## config.mk

```make
export PLATFORM = sky130hd
export DESIGN_NAME = sprite_mem_arbiter
export DESIGN_NICKNAME = d
export VERILOG_FILES = /design/src/rtl/sprite_mem_arbiter.sv
export SDC_FILE = /design/constraint.sdc
export NUM_CORES = 1
export LEC_CHECK = 0
export BUFFER_PORTS_ARGS = -buffer_cell sky130_fd_sc_hd__buf_2
export CAP_MARGIN = 15
export CORE_MARGIN = 2
export CORE_UTILIZATION = 48
export CTS_CLUSTER_SIZE = 12
export DETAILED_ROUTE_END_ITERATION = 10
export PLACE_DENSITY_LB_ADDON = 0.1
export SYNTH_ARGS = -nofsm -noshare
export SYNTH_HDL_FRONTEND = slang
export SYNTH_SLANG_ARGS = --single-unit
```

## constraint.sdc

```tcl
create_clock -name clk -period 3.4 [get_ports clk]
set_input_delay 0.34 -clock clk [delete_from_list [all_inputs] [get_ports clk]]
set_output_delay 0.34 -clock clk [all_outputs]
set_load 0.01 [all_outputs]
```

## src/rtl/sprite_mem_arbiter.sv

```systemverilog
// Round-robin arbiter sharing one single-port image ROM between NREQ pixel fetchers; one address accepted per cycle.
// Grant 1 cycle after req is sampled, owner-tagged rdata ROM_LAT+1 cycles after grant; requesters hold req until granted.
module sprite_mem_arbiter #(
    parameter int NREQ    = 4,
    parameter int ADDR_W  = 19,
    parameter int DATA_W  = 12,
    parameter int ROM_LAT = 2
) (
    input  logic                   clk,
    input  logic                   rst,
    input  logic [NREQ-1:0]        req,
    input  logic [NREQ*ADDR_W-1:0] addr,
    output logic [NREQ-1:0]        gnt,
    output logic                   mem_en,
    output logic [ADDR_W-1:0]      mem_addr,
    input  logic [DATA_W-1:0]      mem_data,
    output logic [DATA_W-1:0]      rdata,
    output logic [NREQ-1:0]        rvalid
);
    localparam int PW = $clog2(NREQ);

    logic [PW-1:0]                ptr;
    logic [NREQ-1:0]              eligible;
    logic                         win_vld;
    logic [PW-1:0]                win_idx;
    logic [PW:0]                  scan;
    logic [NREQ-1:0]              gnt_nxt;
    logic [ADDR_W-1:0]            win_addr;
    logic [ROM_LAT-1:0][NREQ-1:0] tag_q;

    // A requester granted this cycle is masked so its still-held req is not issued twice.
    assign eligible = req & ~gnt;
    assign win_addr = addr[int'(win_idx) * ADDR_W +: ADDR_W];

    always_comb begin
        win_vld = 1'b0;
        win_idx = '0;
        scan    = '0;
        for (int k = 0; k < NREQ; k++) begin
            scan = {1'b0, ptr} + (PW+1)'(k);
            if (scan >= (PW+1)'(NREQ)) begin
                scan = scan - (PW+1)'(NREQ);
            end
            if (!win_vld && eligible[scan[PW-1:0]]) begin
                win_vld = 1'b1;
                win_idx = scan[PW-1:0];
            end
        end
    end

    always_comb begin
        gnt_nxt = '0;
        if (win_vld) begin
            gnt_nxt[win_idx] = 1'b1;
        end
    end

    always_ff @(posedge clk or posedge rst) begin
        if (rst) begin
            gnt      <= '0;
            mem_en   <= 1'b0;
            mem_addr <= '0;
            ptr      <= '0;
        end else begin
            gnt    <= gnt_nxt;
            mem_en <= win_vld;
            if (win_vld) begin
                mem_addr <= win_addr;
                ptr      <= (win_idx == PW'(NREQ - 1)) ? '0 : win_idx + PW'(1);
            end
        end
    end

    // gnt itself is tag depth 0; tag_q[ROM_LAT-1] lines up with mem_data for that grant.
    always_ff @(posedge clk or posedge rst) begin
        if (rst) begin
            tag_q  <= '0;
            rvalid <= '0;
            rdata  <= '0;
        end else begin
            tag_q[0] <= gnt;
            for (int s = 1; s < ROM_LAT; s++) begin
                tag_q[s] <= tag_q[s-1];
            end
            rvalid <= tag_q[ROM_LAT-1];
            if (|tag_q[ROM_LAT-1]) begin
                rdata <= mem_data;
            end
        end
    end

endmodule

```

==> flow_summary.toml <==
[synth]
yosys_register_bits = 50
synth_cells = 205
synth_seq_area_share_pct = 51.4
ys_warn_count = 0
synth_top_cell_by_area = "dfrtp_1"
synth_top_area_share_pct = 51.4
synth.avg_cell_area_um2 = 11.9
syn_nets = 300
async_flop_share_pct = 100
synth.distinct_cells = 35
yosys-top-cells-area = "dfrtp_1 51%, o211ai_1 12%, mux2i_1 7.8%, mux2_2 6.0%, nand2b_1 3.9%"
synth_edf_count = 0
syn_area_um2 = 2430
synth_ff_type = "dfrtp_1"

[grt]
grt_overflow = 0
antenna_found_initial = 0
track_usage_pct = 19.7
grt_pass1_vias = 1881
grt_max_degree = 51
grt_pass1_wl_um = 8370

[placement]
gp_congestion = 0.889
hpwl_um = 4080
place_area_um2 = 3120
io_buffers = 133
place_inst = 395

[timing]
finalClockSkew_ns = 0.00416
setup_violations = 0
final_max_slew_viol_count = 0
finalHoldViolCount = 0
layout_min_cycle_time_ns = 2.44
min_period_over_period_pct = 71.8
max_freq_ghz = 0.410
slew_headroom_pct = 33.3
rsz0062_at_grt = "false"
worst_pin_slew_ns = 0.998
fin_tns_setup_ns = 0

[clock_network]
numClockSinks = 50
cts_root_buffer = "clkbuf_8"
post_cts_buffers = 0
cts_max_level = 2
cts.clk_slew.worst_paths_ns = 0.08
cts_buffers = 5
ctsHoldBuffers = 0
worstSkewPairLatency_ns = 0.30
post_cts_resized = 0
clock_path_buffers = 2
cts_tree = "built"

[critical_path]
cp.required_ns = 3.59
crit_arrival_ns = 2.63
crit_chain = "and2b_4 -> a21oi_1 -> o211ai_2 -> inv_1 -> ha_1 -> mux2_2"
critPathMaxFanout = 22
cpMaxStageDelayCell = "o211ai_2"
start_kind = "flop"
worstSetupEndpointType = "flop"
r2r-start = "gnt[0]$_DFF_PP0_"
setup.worst_path.class = "reg -> reg"
critPathLaunch = "gnt[0]$_DFF_PP0_"
cpPeakStageDelay_ns = 0.79

[routing]
drt_iter0_markers = 70
wl_um = 5570
top_layer_used = "met4"
met2WireLength_um = 2830
drc_errors = 0
wl_met1_um = 2220
viasPerCell = 5.01
ant_nets = 0
avgRoutedWirePerCell_um = 13.8
first_pass_iters = 4
wl_met3_um = 413
num_vias = 2021

[pwr]
vdd_drop_max_uv = 358
total_power_mw = 2.76
pwr-share-clk_pct = 14.7
intPower_mw = 1.72
p_sw_mw = 1.04
power_frac_comb_pct = 48.2
power_leakage_nw = 1.56
switching_share_pct = 37.6
p_per_area_nw_per_um2 = 856
seqPwrFrac_pct = 37.1

[layout]
fin_area_um2 = 3220
post-route-util_pct = 66.9
ff_latch_area_um2 = 1250
layout_common_cells = "133 x buf_2, 50 x dfrtp_1, 38 x o211ai_1"
multi_input_area_um2 = 1080
nets = 430
area_growth_pct = 32.6
nFillCells = 412
layout_commonest_cell = "buf_2"
finalNonFillerCells = 403
layout-drive-gt1-share_pct = 50.3
diodes = 0

[status]
outcome = "completed"

[floorplan]
die_h_um = 75.2
core_region_area_um2 = 4820
rows = 25
die-area_um2 = 5650
die_x_um = 75.2
start_util_pct = 50.5
top_level_ports = 134

[worst_hold_path]
hp-start = "addr[39]"
hold_path_class = "in -> reg"

[job]
cap_violations = 0
[metal layers]
layer  vias to the layer above  track usage, %
met3                        10            5.49
met2                        94            34.0
li1                       1002               -
met1                       915            23.5
met4                         0            7.02
met5                         -               0
[flip-flops by register name, summed over array words and instances (netlist names)]
register,cells
ptr,2
rvalid,4
rdata,12
mem_addr,19
mem_en,1
gnt,4
tag_q,8
[worst paths after layout]
check | depth (start not counted) | slack, ns | end
worst min register to register | 0 | 0.35 | tag_q[7]$_DFF_PP0_
max in group asynchronous | 2 | 2.51 | mem_addr[18]$_DFFE_PP0P_
min in group asynchronous | 2 | 0.27 | rdata[7]$_DFFE_PP0P_
worst max register to register | 6 | 0.96 | ptr[1]$_DFFE_PP0P_
worst max-delay path | 6 | 0.96 | ptr[1]$_DFFE_PP0P_
worst min-delay path | 3 | 0.26 | mem_addr[1]$_DFFE_PP0P_
[cell families after synthesis]
family	count (synthesis)	synth area share [%]
DFF	50	51.4
adders and majority gates	1	0.514
and+or+nand+nor	56	14.2
AOI/OAI and AO/OA	49	15.4
buffers and inverters	17	4.53
muxes	32	13.8
[final cells by class]
cell class | count | share of cell area, %
Sequential cell | 50 | 38.8
Multi-Input combinational cell | 138 | 33.4
Timing Repair Buffer | 136 | 21.3
Tap cell | 67 | 2.60
Clock buffer | 5 | 2.13
Clock inverter | 3 | 1.24
Inverter | 4 | 0.466
[Yosys cell counts, types with 2 or more instances]
| master | count |
|---|---|
| clkbuf_1 | 2 |
| nand2b_1 | 15 |
| nor2b_1 | 3 |
| buf_6 | 2 |
| o21ai_0 | 3 |
| buf_4 | 8 |
| nor3_1 | 2 |
| mux2i_1 | 19 |
| o211ai_1 | 38 |
| inv_1 | 4 |
| dfrtp_1 | 50 |
| nand2_1 | 19 |
| mux2_2 | 13 |
| or2b_1 | 6 |
[per-stage QoR]
stage | hold WS [ns] | setup slack [ns]
floorplan | 0.331 | 1.47
global placement | 0.332 | 0.973
detailed placement | 0.336 | 0.936
CTS | 0.256 | 0.918
global route | 0.250 | 0.841
finish | 0.262 | 0.960
[power by group through the flow]
stage / Combinational, mW / Sequential (mW) / Clock, mW
floorplan: 0.840 / 1.14 / 0
global placement: 1.33 / 1.03 / 0
detailed placement: 1.35 / 1.04 / 0
CTS: 1.35 / 1.03 / 0.418
global route: 1.46 / 1.07 / 0.443
finish: 1.33 / 1.03 / 0.406
[critical path: cells and delay by family (launching register included)]
family          cells  cell delay, ns
simple gates        1            0.30
fa+ha+maj           1            0.33
buf+inv             1            0.16
flops               1            0.42
compound gates      2            0.87
mux                 1            0.25
(Power assumes the default switching activity.)
